$ cat src/rtl/dotl_pkg.sv
// Shared constants and types for the dice/traffic-light session scheduler.
package dotl_pkg;

    localparam int RES_W = 3;
    localparam int CNT_W = 8;

    localparam logic SEL_DICE  = 1'b1;
    localparam logic SEL_LIGHT = 1'b0;

    // Grant vector bit positions
    localparam int GNT_DICE  = 0;
    localparam int GNT_LIGHT = 1;

    typedef enum logic [1:0] {
        IDLE    = 2'd0,
        SELECT  = 2'd1,
        PRESS   = 2'd2,
        RELEASE = 2'd3
    } state_t;

    // Counter load value for a hold length; a hold of 0 behaves as 1.
    function automatic logic [CNT_W-1:0] hold_load(input int hold);
        if (hold <= 1) return '0;
        return CNT_W'(hold - 1);
    endfunction

endpackage

$ cat src/rtl/dotl_rr_arb.sv
// Two-way round-robin arbiter: the side that did not win last time wins a tie.
import dotl_pkg::*;

module dotl_rr_arb (
    input  logic       i_pend_dice,
    input  logic       i_pend_light,
    input  logic       i_last_grant,
    output logic [1:0] o_grant
);

    logic w_both;

    assign w_both = i_pend_dice & i_pend_light;

    always_comb begin
        o_grant = '0;
        if (w_both) begin
            o_grant[GNT_DICE]  = (i_last_grant == SEL_LIGHT);
            o_grant[GNT_LIGHT] = (i_last_grant == SEL_DICE);
        end else begin
            o_grant[GNT_DICE]  = i_pend_dice;
            o_grant[GNT_LIGHT] = i_pend_light;
        end
    end

endmodule

$ cat src/rtl/dotl_sched.sv
// Shares one dice/traffic-light block between two requesters: select mode,
// hold the button for a programmed time, release, capture the result.
import dotl_pkg::*;

module dotl_sched #(
    parameter int HOLD_DICE  = 5,
    parameter int HOLD_LIGHT = 1
) (
    input  logic             clk,
    input  logic             rst,
    input  logic             dice_req,
    input  logic             light_req,
    input  logic [RES_W-1:0] result,
    output logic             sel,
    output logic             button,
    output logic             busy,
    output logic             dice_done,
    output logic [RES_W-1:0] dice_val,
    output logic             light_done,
    output logic [RES_W-1:0] light_val
);

    localparam logic [CNT_W-1:0] LD_DICE  = hold_load(HOLD_DICE);
    localparam logic [CNT_W-1:0] LD_LIGHT = hold_load(HOLD_LIGHT);

    state_t           r_state;
    logic [CNT_W-1:0] r_cnt;
    logic             r_sel;
    logic             r_button;
    logic             r_last;
    logic             r_pend_dice;
    logic             r_pend_light;
    logic             r_dice_done;
    logic             r_light_done;
    logic [RES_W-1:0] r_dice_val;
    logic [RES_W-1:0] r_light_val;

    logic [1:0]       w_grant;
    logic             w_take_dice;
    logic             w_take_light;

    dotl_rr_arb u_arb (
        .i_pend_dice  (r_pend_dice),
        .i_pend_light (r_pend_light),
        .i_last_grant (r_last),
        .o_grant      (w_grant)
    );

    assign w_take_dice  = (r_state == IDLE) & w_grant[GNT_DICE];
    assign w_take_light = (r_state == IDLE) & w_grant[GNT_LIGHT];

    always_ff @(posedge clk or posedge rst) begin
        if (rst) begin
            r_state      <= IDLE;
            r_cnt        <= '0;
            r_sel        <= SEL_LIGHT;
            r_button     <= 1'b0;
            r_last       <= SEL_LIGHT;
            r_pend_dice  <= 1'b0;
            r_pend_light <= 1'b0;
            r_dice_done  <= 1'b0;
            r_light_done <= 1'b0;
            r_dice_val   <= '0;
            r_light_val  <= '0;
        end else begin
            r_dice_done  <= 1'b0;
            r_light_done <= 1'b0;
            // A request on its own grant edge survives and is served again later
            r_pend_dice  <= (r_pend_dice  & ~w_take_dice)  | dice_req;
            r_pend_light <= (r_pend_light & ~w_take_light) | light_req;

            case (r_state)
                IDLE: begin
                    if (w_take_dice) begin
                        r_sel   <= SEL_DICE;
                        r_last  <= SEL_DICE;
                        r_state <= SELECT;
                    end else if (w_take_light) begin
                        r_sel   <= SEL_LIGHT;
                        r_last  <= SEL_LIGHT;
                        r_state <= SELECT;
                    end
                end
                SELECT: begin
                    r_button <= 1'b1;
                    r_cnt    <= (r_sel == SEL_DICE) ? LD_DICE : LD_LIGHT;
                    r_state  <= PRESS;
                end
                PRESS: begin
                    if (r_cnt != '0) begin
                        r_cnt <= r_cnt - 1'b1;
                    end else begin
                        r_button <= 1'b0;
                        r_state  <= RELEASE;
                    end
                end
                RELEASE: begin
                    if (r_sel == SEL_DICE) begin
                        r_dice_val  <= result;
                        r_dice_done <= 1'b1;
                    end else begin
                        r_light_val  <= result;
                        r_light_done <= 1'b1;
                    end
                    r_state <= IDLE;
                end
                default: r_state <= IDLE;
            endcase
        end
    end

    assign sel        = r_sel;
    assign button     = r_button;
    assign busy       = (r_state != IDLE);
    assign dice_done  = r_dice_done;
    assign dice_val   = r_dice_val;
    assign light_done = r_light_done;
    assign light_val  = r_light_val;

endmodule

$ cat config.mk
export PLATFORM = sky130hd
export DESIGN_NAME = dotl_sched
export DESIGN_NICKNAME = d
export VERILOG_FILES = /design/src/rtl/dotl_pkg.sv /design/src/rtl/dotl_rr_arb.sv /design/src/rtl/dotl_sched.sv
export SDC_FILE = /design/constraint.sdc
export NUM_CORES = 1
export LEC_CHECK = 0
export CAP_MARGIN = 10
export CORE_UTILIZATION = 64
export CTS_CLUSTER_DIAMETER = 50
export CTS_CLUSTER_SIZE = 16
export DETAILED_ROUTE_END_ITERATION = 12
export DONT_BUFFER_PORTS = 1
export GPL_TIMING_DRIVEN = 0
export PLACE_DENSITY = 0.8
export SLEW_MARGIN = 15
export SYNTH_ARGS = -nofsm -noshare
export SYNTH_HDL_FRONTEND = slang
export SYNTH_HIERARCHICAL = 1
export SYNTH_SLANG_ARGS = --single-unit
$ cat constraint.sdc
create_clock -name clk -period 5.08 [get_ports clk]
set_clock_uncertainty 0.15 [all_clocks]
set_input_delay 0.762 -clock clk [delete_from_list [all_inputs] [get_ports clk]]
set_output_delay 0.762 -clock clk [all_outputs]
set_load 0.01 [all_outputs]
Word-level counts from Yosys, hierarchy flattened --
Index checks and enable logic that the tools add are counted.
Cells by class: add/subtract/negate cells 1, reduce and logical (&&, ||, !) cells 11, equal/unequal tests 6, bitwise logic cells 10, muxes and demuxes 16
Operators with widths (count):
- case mux 8 bit (2 select lines) | 1
- AND reduction 2 bit | 6
- 2-to-1 mux 2 bit | 4
- 2-to-1 mux 8 bit | 1
- case mux 2 bit (4 select lines) | 1
- nonzero test 8 bit | 1
- subtractor 8 x 1 -> 8 bit, second input constant | 1
- 2-to-1 mux 1 bit | 7
- nonzero test 2 bit | 3
- bitwise AND 1 bit | 5
- equality test 2 bit, second input constant | 2
- inequality test 2 bit, second input constant | 2
- 2-to-1 mux 3 bit | 1
- inequality test 3 bit, second input constant | 1
- NOT 1 bit | 3
- equality test 2 x 1 -> 1 bit, second input constant | 1
- logical NOT 2 bit | 1
- OR 1 bit | 2
- case mux 1 bit (2 select lines) | 1
Word-level totals: flip-flop bits (word level) 22

Logic depth before layout (Yosys ltp) --
Gate-level depths: netlist of the first run.
depth in word-level cells 6, gate-level depth with buffers 6, gate-level depth less buffers 6

Modules after synthesis --
Netlist of the first run, hierarchy kept.
Modules (own cells, without submodules):
- dotl_sched | area each 1029.7 um2, cells each 100, seq. area each 550.5 um2, times used 1
- dotl_rr_arb | area each 18.8 um2, cells each 3, seq. area each 0.0 um2, times used 1

Worst setup path after synthesis of the first run --
OpenSTA, ideal clock, no wires.
path type register to register, start point register r_cnt[4], end point register r_state[1], slack 3.047 ns, library setup time 0.128 ns, stages on the path, launching flop included 6, arrival time 1.756 ns, period minus slack after synthesis 2.033 ns, cells stage by stage dfrtp_1 -> or4_1 -> buf_2 -> o31a_1 -> nor2_2 -> mux2_1
On the way: cells in the longest elaborated chain, start to end 3
Ends and longest elaborated chain:
- from (decl) | line dotl_sched.sv:27 | logic [CNT_W-1:0] r_cnt;
- from (signal assigned) | line dotl_sched.sv:86 | r_cnt <= (r_sel == SEL_DICE) ? LD_DICE : LD_LIGHT;
- from (signal assigned) | line dotl_sched.sv:91 | r_cnt <= r_cnt - 1'b1;
- nonzero test 8 bit | line dotl_sched.sv:90 | if (r_cnt != '0) begin
- inequality test 2 bit (no line)
- AND reduction 2 bit (no line)
- to (signal assigned) | line dotl_sched.sv:87 | r_state <= PRESS;
- to (signal assigned) | line dotl_sched.sv:94 | r_state <= RELEASE;
- to (signal assigned) | line dotl_sched.sv:105 | r_state <= IDLE;
- to (decl) | line dotl_sched.sv:26 | state_t r_state;
No other way between the ends. A chain may end at the register's enable or synchronous reset.

Worst setup path after layout of the first run --
Same ends and word-level chain as after synthesis.

==> results of run 1 <==
## power by group through the flow
stage | Combinational, mW | Clock [mW] | Sequential, mW
after floorplan | 0.262 | 0 | 0.329
after global placement | 0.302 | 0 | 0.342
after detailed placement | 0.315 | 0 | 0.348
after CTS | 0.316 | 0.0963 | 0.343
after global routing | 0.356 | 0.101 | 0.355
final | 0.312 | 0.0923 | 0.342
## area by class of cell
class	count	area [um^2]	share of cell area, %
multi-input cells	68	448	40.5
well taps	16	20.0	1.81
clock buffers	4	36.3	3.28
flip-flops and latches	22	551	49.8
inverters	11	41.3	3.74
plain buffers	2	8.76	0.793
## sequential cells by signal, summed over array words and instances (netlist names)
name and count:
r_last 1, r_state 2, dice_done 1, r_cnt 8, light_done 1, r_pend_dice 1, dice_val 3, light_val 3
r_pend_light 1, button 1
## placed cells by master (no fill, tap or decap), types with 2 or more instances in the layout
master / instances
dfrtp_1: 22
nand2_1: 20
inv_1: 11
ha_1: 6
mux2_2: 3
or4_1: 3
nor3_1: 3
o21ai_0: 3
nor2_1: 3
o31ai_1: 3
a21oi_1: 3
clkbuf_4: 3
nand2b_1: 2
a21o_1: 2
a21boi_1: 2
## final timing paths
kind / endpoint / cells past startpoint
min in group clk: r_cnt[5] / 1
max in group asynchronous: r_state[0] / 1
hold reg to reg: r_cnt[5] / 1
hold / removal: r_pend_light / 1
setup / recovery: r_state[1] / 5
setup reg to reg: r_state[1] / 5
## routing by layer
metal  vias to the layer above  part of all wire, %  wire length, um
li1                        366                    -                -
met5                         -                    0                0
met2                        19                   48              787
met4                         0                  2.1               34
met3                         5                  4.0               65
met1                       338                   46              756
## worst max-delay path, cell delays in order (launching register included)
cell,delay (ns)
dfrtp_1,0.43
or4_1,0.52
buf_2,0.16
o31a_1,0.30
nor2_2,0.15
mux2_1,0.33
## per-stage QoR
stage / worst slack [ns] / hold slack, ns / power [mW]
global route: 2.86 / 0.384 / 0.812
floorplan: 3.05 / 0.310 / 0.590
global placement: 2.98 / 0.325 / 0.643
finish: 2.93 / 0.331 / 0.747
CTS: 2.93 / 0.341 / 0.756
detailed placement: 2.96 / 0.346 / 0.663
## cell families (layout without fill, tap and decap cells)
group           after synthesis  in the layout  synth area share [%]
simple gates                 37             37                  16.8
flops                        22             22                  52.5
compound gates               20             20                  13.5
buf+inv                      13             17                  4.77
fa+ha+maj                     6              6                  7.16
mux                           5              5                  5.25
==> metrics.csv, run 1 <==
stage,metric,value,unit
layout,non-filler instance count after layout,123,
grt,first-pass GRT wire length,2720,um
flow_run,Max-Cap Viols,0,
clock_network,clk sinks,22,
critical_path,worst-path fanout max,6,
layout,share of cells above drive strength 1,8.41,%
routing,DR vias,728,
grt,grt peak-use layer,met2,
critical_path,Required @ worst endpoint,5.13,ns
critical_path,Setup CP Type,flop to flop,
synth,sequential-to-total area share from yosys stat,52.5,%
placed_design,Placed Instances,119,
clock_network,root buffer cell,clkbuf_4,
floorplanning,Die Width,42.5,um
synth,Mean Syn Cell Area,10.2,um^2
clock_network,buffer depth of the longest clock path,2,
clock_network,Hold Buf Count CTS,0,
routing,drt via density,5.92,
synth,synthesized net count,116,
timing,final hold violations,0,
floorplanning,initial core utilization,68.8,%
pwr,Sw Pwr,0.310,mW
layout,post-layout net count,121,
pwr,VDD IR max,0.433,mV
pwr,leakage power,0.530,nW
critical_path,CP arrival,2.19,ns
synth,share of the synthesized area in the top cell type,52.5,%
floorplanning,core box area,1520,um^2
timing,Final period util,42.3,%
synth,"count leader, synth",dfrtp_1,
clock_network,"Clk pin slew, worst setup/hold paths",0.11,ns
synth,Most used DFF post-synth,dfrtp_1,
clock_network,H-Tree Depth,1,
pwr,logic gate share of total power,41.8,%
placed_design,gpl congestion,0.858,
placed_design,HPWL after DPL,1310,um
routing,initial drt markers,10,
layout,final core utilization,72.5,%
synth,#FFs+latches synth,22,
pwr,cell-internal power,0.437,mW
floorplanning,row count,14,
floorplanning,die area,1800,um^2
timing,max-slew violations,0,
synth,YS warnings,6,
layout,final cell area excluding filler cells,1100,um^2
timing,final setup fails,0,
synth,mapped cell area,1050,um^2
synth,"EDFF count, synth",0,
status,status,finished clean,
grt,met3 Use GR,3.45,%
clock_network,post-CTS setup buffer count,0,
timing,relative slew slack,47.5,%
critical_path,Critical Path Start Type,flop,
synth,post-synthesis async set-or-reset flop share,100,%
layout,Fillers,109,
pwr,Sw Share,41.5,%
grt,met2 global-route usage,32.9,%
synth,post-synthesis instance total,103,
grt,initial antenna violation count,0,
critical_path,register-to-register setup slack,2.93,ns
synth,largest cells by area after synthesis,"dfrtp_1, ha_1, nand2_1",
pwr,Seq pwr share,45.8,%
grt,pin count of the biggest net entering global routing,23,
pwr,Clock Power Share,12.4,%
placed_design,IO buf count,0,
synth,Cell variety after synth,31,
layout,area delta synth->final,5.37,%
grt,gr usage total,20.7,%
timing,Fmax,0.466,GHz
clock_network,total CTS buffers,3,
clock_network,# resized after CTS,0,
placed_design,placed instance area,1070,um^2
timing,Tmin final,2.15,ns
timing,worst slew pin tran,0.786,ns
routing,Routed Wire Length,1640,um
synth,post-synth top area cell,dfrtp_1,
grt,vias in the first global route,655,
synth,top post-synthesis cells by count,"dfrtp_1, nand2_1, inv_1",
critical_path,CP Capture Type,flop,
pwr,PwrDens,676,nW/um^2
critical_path,Reg-to-Reg Start,r_cnt[4],
grt,grt met1 use,26.5,%
clock_network,CTS tree,yes,
timing,RSZ-0062 raised after global routing,false,
routing,drt drc,0,
grt,global route overflow,0,
clock_network,clk_lat worst skew,0.30,ns
hold_path,Hold Crit Class,input pin to asynchronous set/reset pin,
floorplanning,Ports,18,
routing,Wirelength per Cell,13.4,um
critical_path,crit path from,r_cnt[4],
floorplanning,Die H,42.5,um
routing,iteration count of the initial detailed-routing pass,4,
timing,setup TNS,0,ns
layout,antenna cell count,0,
routing,Antenna Violating Nets Remaining,0,
(Power assumes the default switching activity.)
==> run 2: changes to the inputs <==
- CORE_UTILIZATION: 64 -> 60
- PLACE_DENSITY: 0.8 -> 0.76
- clock period: 5.08 -> 2 ns (I/O delays scaled with it)
==> metrics.csv, run 2 (same netlist as run 1, synthesis figures left out) <==
stage,metric,value,unit,change
timing,worst slew pin tran,0.797,ns,+0.0104 ns
critical_path,Setup CP Type,flop to flop,,
floorplanning,Die H,43.8,um,+3.1%
clock_network,CTS tree,yes,,
routing,Antenna Violating Nets Remaining,0,,unchanged
critical_path,buffers and inverters on the worst path,0,,-1
placed_design,placed instance area,1070,um^2,+0.59%
timing,max-slew violations,0,,unchanged
timing,RSZ-0062 raised after global routing,true,,
critical_path,register-to-register setup slack,-0.008,ns,-2.94 ns
grt,global route overflow,0,,unchanged
placed_design,IO buf count,0,,unchanged
clock_network,root buffer cell,clkbuf_4,,
pwr,Power Total,2.14,mW,+190%
placed_design,Setup WS pre-CTS,-0.0908,ns,-3.05 ns
hold_path,Hold Crit Class,flop to flop,,
pwr,VDD IR max,1.03,mV,+140%
critical_path,CP Capture Type,flop,,
routing,Routed Wire Length,1930,um,+17%
floorplanning,initial core utilization,66.5,%,-2.3 points
critical_path,CP max stage delay,0.59,ns,+0.07 ns
critical_path,critical path depth,4,,-1
critical_path,Top delay family on crit path,simple AND/OR/NAND/NOR gates,,
critical_path,RR Endpoint,r_state[1],,
timing,Tmin final,2.01,ns,-0.140 ns
timing,final setup fails,1,,+1
grt,pin count of the biggest net entering global routing,23,,unchanged
grt,gr usage total,23.7,%,+3.1 points
critical_path,CP arrival,2.06,ns,-0.13 ns
critical_path,Setup crit end,r_state[1],,
floorplanning,row count,14,,unchanged
routing,drt drc,2,,+2
critical_path,crit path from,r_cnt[5],,
timing,final hold violations,0,,unchanged
layout,final cell area excluding filler cells,1220,um^2,+11%
floorplanning,Ports,18,,unchanged
floorplanning,Die Width,43.8,um,+3.1%
pwr,PwrDens,1750,nW/um^2,+160%
grt,initial antenna violation count,0,,unchanged
pwr,leakage power,0.586,nW,+10%
status,violated checks,"DRC, setup timing",,
critical_path,Critical Path Start Type,flop,,
placed_design,gpl congestion,0.847,,-1.2%
hold_path,hold depth,1,,
critical_path,Reg-to-Reg Start,r_cnt[5],,
layout,Fillers,106,,-2.8%
critical_path,worst-path fanout max,6,,unchanged
grt,vias in the first global route,763,,+16%
grt,first-pass GRT wire length,3240,um,+19%
layout,antenna cell count,0,,unchanged
layout,Top reg by flops,r_cnt,,
routing,iteration count of the initial detailed-routing pass,8,,+4
timing,relative slew slack,46.8,%,-0.69 points
layout,most frequent cells in the layout,"dfrtp_1, nand2_1, inv_1",,
routing,DR vias,781,,+7.3%
clock_network,"Clk pin slew, worst setup/hold paths",0.12,ns,about the same
layout,share of cells above drive strength 1,13.9,%,+5.5 points
critical_path,Crit-path slowest cell,or4_4,,
floorplanning,core box area,1580,um^2,+3.4%
timing,Final period util,100,%,+58 points
layout,"commonest non-fill, non-tap cell in the layout",dfrtp_1,,
timing,Fmax,0.498,GHz,+7.0%
critical_path,R2R cell count,4,,-1
timing,post-route setup slack,-0.00750,ns,-2.94 ns
routing,initial drt markers,21,,+11
layout,Largest register FFs,8,,unchanged
critical_path,Required @ worst endpoint,2.05,ns,-3.08 ns
placed_design,HPWL after DPL,1300,um,-0.67%
critical_path,worst path cell trace,or4_4 > o31a_1 > nor2_2 > mux2_4,,
flow_run,Max-Cap Viols,0,,unchanged
clock_network,buffer depth of the longest clock path,2,,unchanged
layout,area delta synth->final,16.5,%,
routing,Wirelength per Cell,14.7,um,+10%
clock_network,clk_lat worst skew,0.31,ns,about the same
layout,post-layout net count,129,,+6.6%
floorplanning,die area,1920,um^2,+6.4%
status,status,"finished, violations left",,
routing,drt via density,5.96,,+0.73%
clock_network,total CTS buffers,3,,unchanged
clock_network,H-Tree Depth,1,,unchanged
clock_network,clk sinks,22,,unchanged
## run 2: layout make-up
| type | instances | area, um^2 | area share, % |
|---|---|---|---|
| Timing Repair Buffer | 9 | 82.6 | 6.76 |
| Tap cell | 16 | 20.0 | 1.64 |
| Inverter | 11 | 41.3 | 3.38 |
| Clock inverter | 1 | 30.0 | 2.46 |
| Clock buffer | 3 | 22.5 | 1.84 |
| Buffer | 1 | 5.00 | 0.410 |
| Multi-Input combinational cell | 68 | 469 | 38.4 |
| Sequential cell | 22 | 551 | 45.1 |
## run 2: per-stage QoR
step	setup TNS (ns)	instances	util, %	hold WS [ns]
finish	-0.00750	131	77.5	0.375
global route	-0.135	131	77.5	0.397
CTS	-0.0539	131	77.1	0.366
detailed placement	-0.0908	119	68.2	0.234
global placement	-0.0788	119	68.2	0.229
floorplan	0	103	-	0.139
## run 2: worst register-to-register path: stages, from the launching register on
cell     delay, ns
dfrtp_1       0.40
or4_4         0.59
o31a_1        0.33
nor2_2        0.13
mux2_4        0.31
## run 2: power breakdown
group,total (mW),switching [mW],internal [mW]
clock,0.334,0.131,0.203
sequential,0.868,0.217,0.651
combinational,0.936,0.509,0.427
total,2.14,0.858,1.28
## run 2: worst min-delay path by stage
| stage | startpoint | slack, ns | to |
|---|---|---|---|
| floorplan | rst | 0.14 | button |
| global placement | rst | 0.23 | r_last |
| detailed placement | rst | 0.23 | r_last |
| CTS | r_pend_dice | 0.37 | r_pend_dice |
| global route | r_pend_dice | 0.40 | r_pend_dice |
| finish | r_pend_light | 0.37 | r_pend_light |
## run 2: layer usage
| layer | vias to the layer above | track usage [%] | routed length (um) |
|---|---|---|---|
| met2 | 24 | 41.8 | 980 |
| met5 | - | 0 | 0 |
| li1 | 385 | - | - |
| met3 | 3 | 5.42 | 87 |
| met1 | 369 | 27.8 | 835 |
| met4 | 0 | 9.38 | 23 |
## run 2: what timing repair did
action,CTS,global route
buffers inserted,2,1
gates resized for setup,3,3
endpoints found under the hold margin,30,0
hold buffers,6,0
setup endpoints to repair,3,3
pin swaps,3,2
==> run 3: changes to the inputs <==
- GPL_TIMING_DRIVEN: 0 -> unset
- TNS_END_PERCENT: unset -> 20
==> metrics.csv, run 3 (same netlist as run 1, synthesis figures left out) <==
stage,metric,value,unit,change
routing,drt drc,2,,unchanged
placed_design,HPWL after DPL,1390,um,+7.1%
layout,Top reg by flops,r_cnt,,
pwr,PwrDens,1660,nW/um^2,-5.5%
critical_path,critical path depth,5,,+1
pwr,leakage power,0.573,nW,-2.1%
status,status,"finished, violations left",,
pwr,Sw Pwr,0.838,mW,-2.3%
clock_network,CTS tree,yes,,
grt,met2 global-route usage,40.0,%,-1.8 points
hold_path,Hold Crit Class,input pin to asynchronous set/reset pin,,
routing,DR vias,802,,+2.7%
floorplanning,initial core utilization,66.5,%,unchanged
pwr,VDD IR max,0.965,mV,-6.2%
timing,Tmin final,1.96,ns,-0.0466 ns
placed_design,gpl congestion,0.830,,-2.0%
pwr,Clock Power Share,9.5,%,-6.1 points
placed_design,Setup WS pre-CTS,0.0244,ns,+0.115 ns
floorplanning,core box area,1580,um^2,unchanged
layout,area of the multi-input gates,458,um^2,-2.4%
clock_network,buffer depth of the longest clock path,2,,unchanged
layout,antenna cell count,0,,unchanged
floorplanning,Die H,43.8,um,unchanged
grt,met3 Use GR,6.25,%,+0.83 points
pwr,logic gate share of total power,47.0,%,+3.2 points
timing,Fmax,0.510,GHz,+2.4%
routing,drt via density,6.08,,+1.9%
timing,max-slew violations,0,,unchanged
timing,final setup fails,0,,-1
layout,Largest register FFs,8,,unchanged
layout,most frequent cells in the layout,"dfrtp_1, nand2_1, inv_1",,
critical_path,worst path cell trace,or4_1 > buf_4 > nor3_1 > nor2_1 > a32o_1,,
layout,area delta synth->final,14.2,%,
timing,post-route setup slack,0.0391,ns,+0.0466 ns
clock_network,clk sinks,22,,unchanged
grt,first-pass GRT wire length,3370,um,+4.0%
layout,share of cells above drive strength 1,12.9,%,-0.98 points
status,violated checks,DRC,,
critical_path,Top delay family on crit path,simple AND/OR/NAND/NOR gates,,
layout,sequential standard cell area,551,um^2,unchanged
critical_path,Required @ worst endpoint,2.05,ns,about the same
timing,final hold violations,0,,unchanged
critical_path,CP Capture Type,flop,,
routing,initial drt markers,23,,+9.5%
critical_path,Crit-path slowest cell,or4_1,,
timing,Hold WS,0.314,ns,-0.0608 ns
routing,Routed Wire Length,1940,um,+0.57%
clock_network,"Clk pin slew, worst setup/hold paths",0.11,ns,about the same
routing,iteration count of the initial detailed-routing pass,8,,unchanged
timing,setup TNS,0,ns,+0.00750 ns
placed_design,IO buf count,0,,unchanged
pwr,Sw Share,42.3,%,+2.1 points
grt,pin count of the biggest net entering global routing,23,,unchanged
critical_path,CP max stage delay,0.53,ns,-0.06 ns
critical_path,buffers and inverters on the worst path,1,,+1
clock_network,clk_lat worst skew,0.30,ns,about the same
timing,relative slew slack,77.1,%,+30 points
floorplanning,die area,1920,um^2,unchanged
critical_path,Critical Path Start Type,flop,,
grt,grt peak-use layer,met2,,
flow_run,Max-Cap Viols,0,,unchanged
layout,post-layout net count,131,,+1.6%
floorplanning,row count,14,,unchanged
timing,RSZ-0062 raised after global routing,true,,
critical_path,worst-path fanout max,5,,-1
clock_network,root buffer cell,clkbuf_4,,
critical_path,CP arrival,2.01,ns,-0.05 ns
layout,Fillers,121,,+14%
grt,vias in the first global route,792,,+3.8%
routing,Wirelength per Cell,14.7,um,-0.19%
clock_network,H-Tree Depth,1,,unchanged
grt,initial antenna violation count,0,,unchanged
grt,global route overflow,0,,unchanged
pwr,cell-internal power,1.14,mW,-11%
floorplanning,Die Width,43.8,um,unchanged
critical_path,R2R cell count,5,,+1
timing,worst slew pin tran,0.340,ns,-0.457 ns
timing,Final period util,98.0,%,-2.3 points
clock_network,total CTS buffers,3,,unchanged
layout,"commonest non-fill, non-tap cell in the layout",dfrtp_1,,
pwr,Seq pwr share,43.5,%,+2.9 points
floorplanning,Ports,18,,unchanged
grt,grt met1 use,30.4,%,+2.6 points
grt,gr usage total,24.4,%,+0.66 points
pwr,Power Total,1.98,mW,-7.3%
critical_path,Setup CP Type,flop to flop,,
routing,Antenna Violating Nets Remaining,0,,unchanged
==> run 3: changes by cell type in the layout (fill, tap and decap cells not counted) <==
cell and change:
nor4_2 -1, mux2_4 -1, or4_1 +1, buf_4 +3, ha_2 +1, mux2_1 +1, bufinv_16 -1, a21boi_1 -1
or4_4 -1, nor4_1 +1, ha_1 -1, a21boi_0 +1, clkbuf_2 -1
==> run 3: path summary, 6_finish.rpt <==
path	from	to	slack (ns)
min in group clk	r_cnt[5]	r_cnt[5]	0.35
hold reg to reg	r_cnt[5]	r_cnt[5]	0.35
setup / recovery	r_cnt[5]	r_cnt[2]	0.04
max in group asynchronous	rst	light_val[2]	1.16
hold / removal	rst	r_pend_dice	0.31
setup reg to reg	r_cnt[5]	r_cnt[2]	0.04
==> run 3: timing repair <==
item	in CTS	in global routing
setup endpoints to repair	0	4
endpoints found under the hold margin	30	0
hold buffers	6	0
setup buffers	0	0
gates resized for setup	0	2
==> run 3: power by group through the flow <==
stage          sequential (mW)  combinational (mW)  clock, mW
2_1_floorplan            0.835               0.687          0
3_3_place_gp             0.858               0.851          0
3_5_place_dp             0.867               0.891          0
4_1_cts                  0.858               0.903      0.194
5_1_grt                  0.894                1.06      0.210
6_report                 0.862               0.931      0.189
==> run 3: tightest hold or removal path, stage by stage <==
cell	delay (ns)
dlygate4sd3_1	0.54
inv_1	0.06
buf_4	0.26
==> run 3: routing by layer <==
metal	up-vias	part of all wire, %
li1	382	-
met1	386	42
met2	30	50
met3	4	5.5
met4	0	1.5
met5	-	0
==> run 3: per-stage QoR <==
step                      cells  util, %  area, um^2
final                       132     76.0        1200
after global routing        132     76.0        1200
after CTS                   132     75.3        1190
after detailed placement    123     70.1        1100
after global placement      123     70.1        1100
after floorplan             103        -        1050
==> run 3: cell type report <==
cell class              count  share of cell area [%]
well taps                  16                    1.67
inverters                  11                    3.45
clock buffers               3                    1.88
multi-input cells          68                    38.2
repair buffers             12                    8.78
flip-flops and latches     22                    46.0
